### config.mk
export PLATFORM = sky130hd
export DESIGN_NAME = pipe_if_id_reg
export DESIGN_NICKNAME = d
export VERILOG_FILES = /design/src/rtl/pipe_if_id_reg.sv
export SDC_FILE = /design/constraint.sdc
export NUM_CORES = 1
export LEC_CHECK = 0
export ABC_AREA = 1
export ABC_CLOCK_PERIOD_IN_PS = 1500
export BUFFER_PORTS_ARGS = -buffer_cell sky130_fd_sc_hd__clkbuf_2
export CORE_UTILIZATION = 35
export DETAILED_ROUTE_END_ITERATION = 10
export RECOVER_POWER = 100
export SLEW_MARGIN = 40
export SYNTH_ARGS = -nofsm -noshare
export SYNTH_HDL_FRONTEND = slang
export SYNTH_SLANG_ARGS = --single-unit
### constraint.sdc
create_clock -name clock -period 1.5 [get_ports clock]
set_input_delay 0.075 -clock clock [delete_from_list [all_inputs] [get_ports clock]]
set_output_delay 0.075 -clock clock [all_outputs]
set_load 0.02 [all_outputs]
### src/rtl/pipe_if_id_reg.sv
// IF/ID pipeline register with stall/flush control, occupancy FSM,
// saturating stall/flush event counters and a sticky stall watchdog.
module pipe_if_id_reg #(
   parameter int unsigned PC_W      = 8,
   parameter int unsigned INS_W     = 32,
   parameter int unsigned CNT_W     = 16,
   parameter int unsigned MAX_STALL = 15
) (
   input  logic             clock,
   input  logic             resetn,
   input  logic [PC_W-1:0]  if_pc,
   input  logic [PC_W-1:0]  if_pc4,
   input  logic [INS_W-1:0] if_ins,
   input  logic             if_valid,
   input  logic             stall,
   input  logic             flush,
   output logic [PC_W-1:0]  id_pc,
   output logic [PC_W-1:0]  id_pc4,
   output logic [INS_W-1:0] id_ins,
   output logic             id_valid,
   output logic [1:0]       id_state,
   output logic [CNT_W-1:0] stall_cnt,
   output logic [CNT_W-1:0] flush_cnt,
   output logic             stall_timeout
);

   localparam int unsigned RUN_W = $clog2(MAX_STALL + 1);
   localparam logic [RUN_W-1:0] RUN_MAX = RUN_W'(MAX_STALL);
   localparam logic [CNT_W-1:0] CNT_MAX = {CNT_W{1'b1}};

   typedef enum logic [1:0] {
      ST_EMPTY = 2'd0,
      ST_FULL  = 2'd1,
      ST_HELD  = 2'd2
   } state_t;

   state_t             state_q, state_d;
   logic [PC_W-1:0]    pc_q, pc_d;
   logic [PC_W-1:0]    pc4_q, pc4_d;
   logic [INS_W-1:0]   ins_q, ins_d;
   logic               valid_q, valid_d;
   logic [CNT_W-1:0]   stall_cnt_q, stall_cnt_d;
   logic [CNT_W-1:0]   flush_cnt_q, flush_cnt_d;
   logic [RUN_W-1:0]   run_q, run_d;
   logic               timeout_q, timeout_d;
   logic               hold;

   // A stall only takes effect when no flush overrides it.
   assign hold = stall & ~flush;

   // Datapath, counters and watchdog next-state.
   always_comb begin
      pc_d        = pc_q;
      pc4_d       = pc4_q;
      ins_d       = ins_q;
      valid_d     = valid_q;
      stall_cnt_d = stall_cnt_q;
      flush_cnt_d = flush_cnt_q;
      run_d       = '0;
      if (flush) begin
         pc_d    = '0;
         pc4_d   = '0;
         ins_d   = '0;
         valid_d = 1'b0;
         if (flush_cnt_q != CNT_MAX) flush_cnt_d = flush_cnt_q + CNT_W'(1);
      end else if (stall) begin
         if (stall_cnt_q != CNT_MAX) stall_cnt_d = stall_cnt_q + CNT_W'(1);
         run_d = (run_q == RUN_MAX) ? run_q : run_q + RUN_W'(1);
      end else begin
         pc_d    = if_pc;
         pc4_d   = if_pc4;
         ins_d   = if_ins;
         valid_d = if_valid;
      end
      timeout_d = timeout_q | (run_d == RUN_MAX);
   end

   // Occupancy FSM next-state, derived from the next valid bit.
   always_comb begin
      state_d = ST_FULL;
      if (!valid_d)  state_d = ST_EMPTY;
      else if (hold) state_d = ST_HELD;
   end

   always_ff @(posedge clock) begin
      if (!resetn) state_q <= ST_EMPTY;
      else         state_q <= state_d;
   end

   always_ff @(posedge clock) begin
      if (!resetn) begin
         pc_q        <= '0;
         pc4_q       <= '0;
         ins_q       <= '0;
         valid_q     <= 1'b0;
         stall_cnt_q <= '0;
         flush_cnt_q <= '0;
         run_q       <= '0;
         timeout_q   <= 1'b0;
      end else begin
         pc_q        <= pc_d;
         pc4_q       <= pc4_d;
         ins_q       <= ins_d;
         valid_q     <= valid_d;
         stall_cnt_q <= stall_cnt_d;
         flush_cnt_q <= flush_cnt_d;
         run_q       <= run_d;
         timeout_q   <= timeout_d;
      end
   end

   assign id_pc         = pc_q;
   assign id_pc4        = pc4_q;
   assign id_ins        = ins_q;
   assign id_valid      = valid_q;
   assign id_state      = state_q;
   assign stall_cnt     = stall_cnt_q;
   assign flush_cnt     = flush_cnt_q;
   assign stall_timeout = timeout_q;

endmodule

==> impl_metrics.prom, run 1 <==
# TYPE chip_impl_metric gauge
chip_impl_metric{name="synth_enable_flop_cells",unit=""} 0
chip_impl_metric{name="initial_utilization",unit="%"} 35.9
chip_impl_metric{name="fp.coreArea",unit="um2"} 10800
chip_impl_metric{name="antenna_violations_before_repair",unit=""} 0
chip_impl_metric{name="synth.ff_latch_count",unit=""} 88
chip_impl_metric{name="num-nets-final",unit=""} 809
chip_impl_metric{name="timing.max_cap.violations",unit=""} 0
chip_impl_metric{name="overall_power_consumption",unit="W"} 0.00467
chip_impl_metric{name="power.combinational.fraction",unit="%"} 11.6
chip_impl_metric{name="worst_endpoint_data_arrival_time",unit="ns"} 1.69
chip_impl_info{name="path_delay_family",value="simple AND/OR/NAND/NOR gates"} 1
chip_impl_metric{name="die_width",unit="um"} 107
chip_impl_metric{name="timing.final.ws_setup",unit="ns"} 0.0603
chip_impl_metric{name="fillers",unit=""} 1083
chip_impl_metric{name="area_overhead_of_the_layout_relative_to_synthesis",unit="%"} 42.3
chip_impl_metric{name="final-max-slew-violation-count",unit=""} 0
chip_impl_metric{name="hold_violations",unit=""} 0
chip_impl_metric{name="ant_nets",unit=""} 0
chip_impl_metric{name="placementRows",unit=""} 38
chip_impl_metric{name="finish.utilization",unit="%"} 51.1
chip_impl_metric{name="placement.io_buffers",unit=""} 136
chip_impl_info{name="synth_most_common_cell",value="sky130_fd_sc_hd__nand2_1"} 1
chip_impl_metric{name="die-height",unit="um"} 107
chip_impl_metric{name="finalWeightedCongestion",unit=""} 0.881
chip_impl_metric{name="grt_pass1_wl",unit="um"} 17100
chip_impl_metric{name="layout_min_cycle_time",unit="ns"} 1.44
chip_impl_metric{name="stdcell_count",unit=""} 897
chip_impl_metric{name="wirelength",unit="um"} 11000
chip_impl_metric{name="synth.yosys.seq_area_share",unit="%"} 45.5
chip_impl_metric{name="clk_pin_slew_worst_paths",unit="ns"} 0.08
chip_impl_metric{name="detail_route.drc_violations",unit=""} 0
chip_impl_metric{name="postPlaceCellArea",unit="um2"} 4790
chip_impl_info{name="synth_largest_area_cell",value="sky130_fd_sc_hd__dfxtp_1"} 1
chip_impl_metric{name="worst-path-buf-inv",unit=""} 1
chip_impl_metric{name="internal_power",unit="W"} 0.00352
chip_impl_metric{name="layout-drive-gt1-share",unit="%"} 18.9
chip_impl_metric{name="layout_worst_path_cycle_share",unit="%"} 96.0
chip_impl_info{name="clockRootBuffer",value="sky130_fd_sc_hd__clkbuf_8"} 1
chip_impl_metric{name="crit_path_max_incr_delay",unit="ns"} 0.34
chip_impl_info{name="worstSetupStartpointType",value="flip-flop"} 1
chip_impl_metric{name="p_sw",unit="W"} 0.00115
chip_impl_info{name="unrepaired_setup_endpoints_after_global_routing",value="yes"} 1
chip_impl_metric{name="detailedPlace.worstSlack",unit="ns"} -0.149
chip_impl_metric{name="postSynth.asyncResetShare",unit="%"} 0
chip_impl_metric{name="grt_max_degree",unit=""} 50
chip_impl_metric{name="final_area",unit="um2"} 5510
chip_impl_metric{name="setup_viol",unit=""} 0
chip_impl_metric{name="syn_nets",unit=""} 605
chip_impl_metric{name="timing.critical_path.required",unit="ns"} 1.75
chip_impl_info{name="outcome",value="finished clean"} 1
chip_impl_metric{name="die-area",unit="um2"} 11500
chip_impl_metric{name="power.density",unit="nW/um2"} 847
chip_impl_metric{name="power.leakage",unit="nW"} 2.21
chip_impl_metric{name="slew_headroom",unit="%"} 35.7
chip_impl_info{name="critical_path.cell_chain",value="ha_2 > nand2_2 > nor2_2 > nand2_2 > nor2_2 > nor2_4 > buf_4 > nand2_1 > a21oi_2"} 1
chip_impl_info{name="hold_class",value="input pin to flip-flop"} 1
chip_impl_info{name="cts_tree",value="done"} 1
chip_impl_metric{name="final.setup_skew",unit="ns"} 0.00768
chip_impl_metric{name="cts_inserted_buffers",unit=""} 9
chip_impl_metric{name="grtUsageTotal",unit="%"} 18.8
chip_impl_info{name="most_instantiated_cells_after_synthesis",value="sky130_fd_sc_hd__nand2_1, sky130_fd_sc_hd__dfxtp_1, sky130_fd_sc_hd__a21oi_1, sky130_fd_sc_hd__nor2_1, sky130_fd_sc_hd__inv_1"} 1
chip_impl_metric{name="syn_avg_cell_area",unit="um2"} 7.06
chip_impl_metric{name="proportion_of_netlist_area_held_by_the_largest_area_contributor",unit="%"} 45.5
chip_impl_metric{name="number_of_global_route_vias_before_repair",unit=""} 3930
chip_impl_info{name="critPathCaptureType",value="flip-flop"} 1
chip_impl_metric{name="h-tree-depth",unit=""} 3
chip_impl_metric{name="vias_per_cell",unit=""} 4.68
chip_impl_info{name="timing.setup.critical_path_class",value="flip-flop to flip-flop"} 1
chip_impl_metric{name="grt.overflow.total",unit=""} 0
chip_impl_metric{name="clkSinkCount",unit=""} 88
chip_impl_metric{name="p_sw_share",unit="%"} 24.7
chip_impl_metric{name="drtIter0Drc",unit=""} 165
chip_impl_info{name="synthFlopType",value="sky130_fd_sc_hd__dfxtp_1"} 1
chip_impl_metric{name="p_seq_share",unit="%"} 51.7
chip_impl_metric{name="max_freq",unit="MHz"} 695
chip_impl_metric{name="cts.path.max_buffers",unit=""} 2
chip_impl_metric{name="vias",unit=""} 4201
chip_impl_metric{name="clock_insertion_delay_worst_skew",unit="ns"} 0.37
chip_impl_metric{name="ioPinCount",unit=""} 137
chip_impl_metric{name="place_inst",unit=""} 827
chip_impl_info{name="crit_path_top_delay_cell",value="sky130_fd_sc_hd__dfxtp_2"} 1
chip_impl_metric{name="syn-instance-count",unit=""} 549
chip_impl_metric{name="warning_count_from_the_yosys_run",unit=""} 0
chip_impl_metric{name="tightestPinTransition",unit="ns"} 0.965
chip_impl_metric{name="antenna_diode_instance_count",unit=""} 0
chip_impl_metric{name="clock_power_share",unit="%"} 36.7
chip_impl_metric{name="critPathMaxFanout",unit=""} 5
chip_impl_metric{name="routedWlPerCell",unit="um"} 12.2
chip_impl_metric{name="final_hpwl_dp",unit="um"} 7090
chip_impl_metric{name="synth.lib_cells_used.distinct",unit=""} 27
chip_impl_metric{name="synthesis.area",unit="um2"} 3870
chip_impl_metric{name="irDropWorstVdd",unit="mV"} 0.437
chip_impl_metric{name="firstDrtPassIters",unit=""} 4
chip_impl_info{name="synth.top_cells.by_area",value="sky130_fd_sc_hd__dfxtp_1, sky130_fd_sc_hd__nand2_1, sky130_fd_sc_hd__a21oi_1"} 1
[repair_timing]
| item | 4_1_cts | 5_1_grt |
|---|---|---|
| gates cloned | 0 | 0 |
| pin swaps | 1 | 4 |
| hold endpoints to repair | 49 | 0 |
| hold buffers | 49 | 0 |
| gates resized for setup | 3 | 10 |
| buffers inserted | 2 | 4 |
| endpoints found under the setup margin | 19 | 26 |
[power groups by stage]
stage	Clock [W]	Sequential, W	Combinational, W
after floorplan	0	0.00253	0.000185
after global placement	0	0.00247	0.000419
after detailed placement	0	0.00247	0.000424
after CTS	0.00178	0.00241	0.000539
after global routing	0.00186	0.00242	0.000591
final	0.00171	0.00242	0.000542
[final timing paths]
check | endpoint | slack [ns] | startpoint | depth (start not counted)
worst max-delay path | flush_cnt[9]$_SDFFE_PN0P_ | 0.06 | flush_cnt[0]$_SDFFE_PN0P_ | 9
worst min-delay path | id_state[1]$_SDFF_PN0_ | 0.08 | resetn | 5
worst max register to register | flush_cnt[9]$_SDFFE_PN0P_ | 0.06 | flush_cnt[0]$_SDFFE_PN0P_ | 9
worst min register to register | id_ins[1]$_SDFFE_PP0N_ | 0.47 | id_ins[1]$_SDFFE_PP0N_ | 2
[layout make-up]
| type | instances | area [um2] | share of cell area [%] |
|---|---|---|---|
| Clock inverter | 3 | 40.0 | 0.726 |
| Tap cell | 140 | 175 | 3.18 |
| Inverter | 32 | 120 | 2.18 |
| Sequential cell | 88 | 1770 | 32.1 |
| Clock buffer | 12 | 165 | 3.00 |
| Multi-Input combinational cell | 407 | 1910 | 34.7 |
| Timing Repair Buffer | 215 | 1330 | 24.1 |
[stage by stage]
step	hold WS (ns)	setup TNS (ns)
floorplan	0.192	0
global route	0.129	-0.199
detailed placement	0.311	-1.24
global placement	0.306	-0.703
finish	0.0839	0
CTS	0.0591	0
[state kept, by name, summed over array words and instances, names as in the netlist]
| register | count |
|---|---|
| id_pc | 8 |
| id_state | 2 |
| id_valid | 1 |
| run_q | 4 |
| id_ins | 32 |
| id_pc4 | 8 |
| flush_cnt | 16 |
| stall_timeout | 1 |
| stall_cnt | 16 |
[routing by layer]
layer,track usage (%),part of all wire (%),vias to the layer above
met2,32.4,46,122
li1,-,-,2141
met1,21.7,45,1921
met3,4.32,6.1,17
met4,9.69,2.3,0
met5,0,0,-
[cells by family after synthesis]
family / count (synthesis) / synth area share, %
DFF: 88 / 45.5
adders and majority gates: 3 / 0.969
buffers and inverters: 54 / 6.20
and+or+nand+nor: 311 / 33.4
AOI/OAI and AO/OA: 82 / 11.4
xor gates and xnor gates: 11 / 2.49
[worst register-to-register path: stages, from the launching register on]
cell and delay, ns:
sky130_fd_sc_hd__dfxtp_2 0.34, sky130_fd_sc_hd__ha_2 0.20, sky130_fd_sc_hd__nand2_2 0.07, sky130_fd_sc_hd__nor2_2 0.12
sky130_fd_sc_hd__nand2_2 0.10, sky130_fd_sc_hd__nor2_2 0.16, sky130_fd_sc_hd__nor2_4 0.07, sky130_fd_sc_hd__buf_4 0.15
sky130_fd_sc_hd__nand2_1 0.07, sky130_fd_sc_hd__a21oi_2 0.05
[cell usage in the layout, fill, tap and decap left out, drive strengths merged]
cell	netlist	final
nor3b	1	1
dlygate4sd3	0	49
nand3	24	24
nor2	64	64
ha	3	3
xnor2	3	3
dfxtp	88	88
o211ai	1	1
clkbuf	8	149
clkinv	0	2
bufinv	0	1
nor3	2	2
nand3b	2	2
a21oi	74	74
nand2	210	210
buf	14	29
xor2	8	8
nand4	8	8
o21ai	7	7
inv	32	32
Power figures use the tool's default switching activity.
==> inputs of run 2 (changes only) <==
- REMOVE_ABC_BUFFERS: unset -> 1
==> run 2 against run 1 <==
  * Die area is the same
  * Register-to-register slack gained 0.02 ns
  * Clock power grew 15%
  * Clock skew grew 0.0036 ns
  * Setup slack gained 0.024 ns
  * Hold slack gained 0.014 ns
  * Final cell count grew 0.22%
  * Power grew 5.2%
  * Highest routed layer unchanged
  * Sequential power is essentially flat
  * Largest cell class unchanged
  * Critical path depth is the same
==> impl_metrics.prom, run 2 (synthesis results as in run 1) <==
# TYPE chip_impl_metric gauge
chip_impl_metric{name="timing.final.ws_setup",unit="ns"} 0.0846
chip_impl_metric{name="die-area",unit="um2"} 11500
chip_impl_metric{name="finalWeightedCongestion",unit=""} 0.779
chip_impl_info{name="timing.rr.end",value="flush_cnt[13]$_SDFFE_PN0P_"} 1
chip_impl_metric{name="ioPinCount",unit=""} 137
chip_impl_info{name="critical-path-top-cell-by-count",value="sky130_fd_sc_hd__nor2_4"} 1
chip_impl_metric{name="clk_pin_slew_worst_paths",unit="ns"} 0.09
chip_impl_metric{name="power.leakage",unit="nW"} 2.23
chip_impl_metric{name="worst_endpoint_data_arrival_time",unit="ns"} 1.68
chip_impl_info{name="outcome",value="finished clean"} 1
chip_impl_metric{name="p_sw",unit="W"} 0.00119
chip_impl_metric{name="grt_pass1_wl",unit="um"} 17100
chip_impl_metric{name="max_reg_flops",unit=""} 32
chip_impl_info{name="worstSetupStartpointType",value="flip-flop"} 1
chip_impl_metric{name="setup_viol",unit=""} 0
chip_impl_metric{name="crit_path_max_incr_delay",unit="ns"} 0.34
chip_impl_metric{name="antenna_diode_instance_count",unit=""} 0
chip_impl_metric{name="fillers",unit=""} 1052
chip_impl_metric{name="multiInputGateArea",unit="um2"} 1960
chip_impl_metric{name="die_width",unit="um"} 107
chip_impl_metric{name="drtIter0Drc",unit=""} 346
chip_impl_metric{name="die-height",unit="um"} 107
chip_impl_info{name="worst_hold_startpoint",value="resetn"} 1
chip_impl_metric{name="power.density",unit="nW/um2"} 881
chip_impl_metric{name="setup.reg_to_reg.worst_slack",unit="ns"} 0.08
chip_impl_metric{name="layout_worst_path_cycle_share",unit="%"} 94.4
chip_impl_metric{name="fp.coreArea",unit="um2"} 10800
chip_impl_metric{name="area_overhead_of_the_layout_relative_to_synthesis",unit="%"} 44.0
chip_impl_info{name="critPathCaptureType",value="flip-flop"} 1
chip_impl_metric{name="slew_headroom",unit="%"} 37.6
chip_impl_metric{name="internal_power",unit="W"} 0.00372
chip_impl_info{name="cts_tree",value="done"} 1
chip_impl_metric{name="postPlaceCellArea",unit="um2"} 4800
chip_impl_info{name="timing.setup.critical_path_class",value="flip-flop to flip-flop"} 1
chip_impl_metric{name="initial_utilization",unit="%"} 35.9
chip_impl_metric{name="firstDrtPassIters",unit=""} 4
chip_impl_metric{name="final_hpwl_dp",unit="um"} 7220
chip_impl_metric{name="clkSinkCount",unit=""} 88
chip_impl_metric{name="layout-drive-gt1-share",unit="%"} 20.7
chip_impl_metric{name="grt.overflow.total",unit=""} 0
chip_impl_info{name="critical_path.cell_chain",value="ha_2 > nand2_2 > nor2_4 > nand2_2 > nor2_4 > nor2_4 > buf_12 > a21oi_1 > nor2_1"} 1
chip_impl_metric{name="placement.io_buffers",unit=""} 136
chip_impl_metric{name="cts.path.max_buffers",unit=""} 2
chip_impl_info{name="whs_endpoint",value="id_state[1]$_SDFF_PN0_"} 1
chip_impl_metric{name="hold-path-cell-count",unit=""} 5
chip_impl_info{name="crit_path_top_delay_cell",value="sky130_fd_sc_hd__dfxtp_2"} 1
chip_impl_metric{name="worst-r2r-cell-count",unit=""} 9
chip_impl_info{name="mostFrequentLayoutCells",value="sky130_fd_sc_hd__nand2_1, sky130_fd_sc_hd__clkbuf_1, sky130_fd_sc_hd__dfxtp_1, sky130_fd_sc_hd__a21oi_1, sky130_fd_sc_hd__clkbuf_2"} 1
chip_impl_metric{name="max_freq",unit="MHz"} 707
chip_impl_info{name="clockRootBuffer",value="sky130_fd_sc_hd__clkbuf_8"} 1
chip_impl_metric{name="ant_nets",unit=""} 0
chip_impl_metric{name="cts_inserted_buffers",unit=""} 9
chip_impl_metric{name="wirelength",unit="um"} 11300
chip_impl_metric{name="final-max-slew-violation-count",unit=""} 0
chip_impl_metric{name="vias",unit=""} 4167
chip_impl_metric{name="power.combinational.fraction",unit="%"} 11.0
chip_impl_metric{name="num-nets-final",unit=""} 810
chip_impl_metric{name="final_area",unit="um2"} 5580
chip_impl_metric{name="number_of_global_route_vias_before_repair",unit=""} 3778
chip_impl_metric{name="p_seq_share",unit="%"} 49.2
chip_impl_info{name="mostFrequentLayoutCell",value="sky130_fd_sc_hd__nand2_1"} 1
chip_impl_metric{name="tightestPinTransition",unit="ns"} 0.936
chip_impl_metric{name="timing.critical_path.required",unit="ns"} 1.77
chip_impl_metric{name="antenna_violations_before_repair",unit=""} 0
chip_impl_metric{name="grt_max_degree",unit=""} 50
chip_impl_metric{name="critPathMaxFanout",unit=""} 11
chip_impl_metric{name="detailedPlace.worstSlack",unit="ns"} -0.141
chip_impl_metric{name="overall_power_consumption",unit="W"} 0.00491
chip_impl_metric{name="irDropWorstVdd",unit="mV"} 0.420
chip_impl_metric{name="layout_min_cycle_time",unit="ns"} 1.42
chip_impl_metric{name="timing.max_cap.violations",unit=""} 0
chip_impl_metric{name="routedWlPerCell",unit="um"} 12.6
chip_impl_metric{name="grtUsageTotal",unit="%"} 19.0
chip_impl_metric{name="placementRows",unit=""} 38
chip_impl_metric{name="p_sw_share",unit="%"} 24.2
chip_impl_metric{name="hold_violations",unit=""} 0
chip_impl_info{name="hold_class",value="input pin to flip-flop"} 1
chip_impl_metric{name="detail_route.drc_violations",unit=""} 0
chip_impl_info{name="rr_startpoint",value="flush_cnt[1]$_SDFFE_PN0P_"} 1
chip_impl_metric{name="clock_insertion_delay_worst_skew",unit="ns"} 0.37
chip_impl_metric{name="final.setup_skew",unit="ns"} 0.0112
chip_impl_metric{name="vias_per_cell",unit=""} 4.64
chip_impl_metric{name="regArea",unit="um2"} 1780
chip_impl_metric{name="clock_power_share",unit="%"} 39.8
chip_impl_metric{name="h-tree-depth",unit=""} 3
## run 2: how the worst max path moves through the flow
stage                                         start                          to  slack [ns]
after floorplan           stall_cnt[0]$_SDFFE_PN0P_  stall_cnt[13]$_SDFFE_PN0P_       -0.06
after global placement    flush_cnt[0]$_SDFFE_PN0P_  flush_cnt[13]$_SDFFE_PN0P_       -0.12
after detailed placement  flush_cnt[0]$_SDFFE_PN0P_  flush_cnt[13]$_SDFFE_PN0P_       -0.14
after CTS                 stall_cnt[0]$_SDFFE_PN0P_   stall_cnt[6]$_SDFFE_PN0P_       0.006
after global routing      flush_cnt[0]$_SDFFE_PN0P_  flush_cnt[15]$_SDFFE_PN0P_       -0.05
final                     flush_cnt[1]$_SDFFE_PN0P_  flush_cnt[13]$_SDFFE_PN0P_        0.08
## run 2: metal layers
metal / share of wire [%] / wire (um) / global-route usage, % / vias to the layer above
met5: 0 / 0 / 0 / -
met3: 6.1 / 694 / 4.38 / 16
li1: - / - / - / 2159
met4: 1.9 / 211 / 9.88 / 0
met2: 47 / 5330 / 32.8 / 125
met1: 45 / 5070 / 21.9 / 1867
## run 2: per-stage QoR
stage	utilization [%]	instances	hold slack, ns	setup TNS (ns)
floorplan	-	527	0.185	-0.868
global placement	44.5	827	0.307	-0.645
detailed placement	44.5	827	0.314	-1.31
CTS	51.6	896	0.0815	0
global route	51.7	899	0.122	-0.0907
finish	51.7	899	0.0977	0
## run 2: what timing repair did
action / 4_1_cts / 5_1_grt
pin swaps: 2 / 7
resized for setup: 3 / 32
endpoints found under the hold margin: 49 / 0
buffers inserted: 4 / 2
hold buffers: 49 / 0
setup endpoints to repair: 20 / 26
gates cloned: 0 / 1
## run 2: layout make-up
| type | count | share of cell area, % |
|---|---|---|
| multi-input combinational | 408 | 35.2 |
| inverter | 32 | 2.15 |
| sequential | 88 | 31.9 |
| tap | 140 | 3.14 |
| clock inverter | 6 | 1.93 |
| clock buffer | 10 | 2.29 |
| timing repair buffer | 215 | 23.4 |
## run 2: worst max-delay path: cells and delay by family (launching register included)
family | cells | cell delay, ns
simple gates | 6 | 0.52
flops | 1 | 0.34
compound gates | 1 | 0.12
buf+inv | 1 | 0.14
fa+ha+maj | 1 | 0.20
## run 2: power groups by stage
stage / clock network, W / logic (W) / registers (W)
finish: 0.00196 / 0.000539 / 0.00242
global route: 0.00212 / 0.000586 / 0.00242
CTS: 0.00202 / 0.000542 / 0.00241
detailed placement: 0 / 0.000430 / 0.00247
global placement: 0 / 0.000427 / 0.00246
floorplan: 0 / 0.000143 / 0.00253
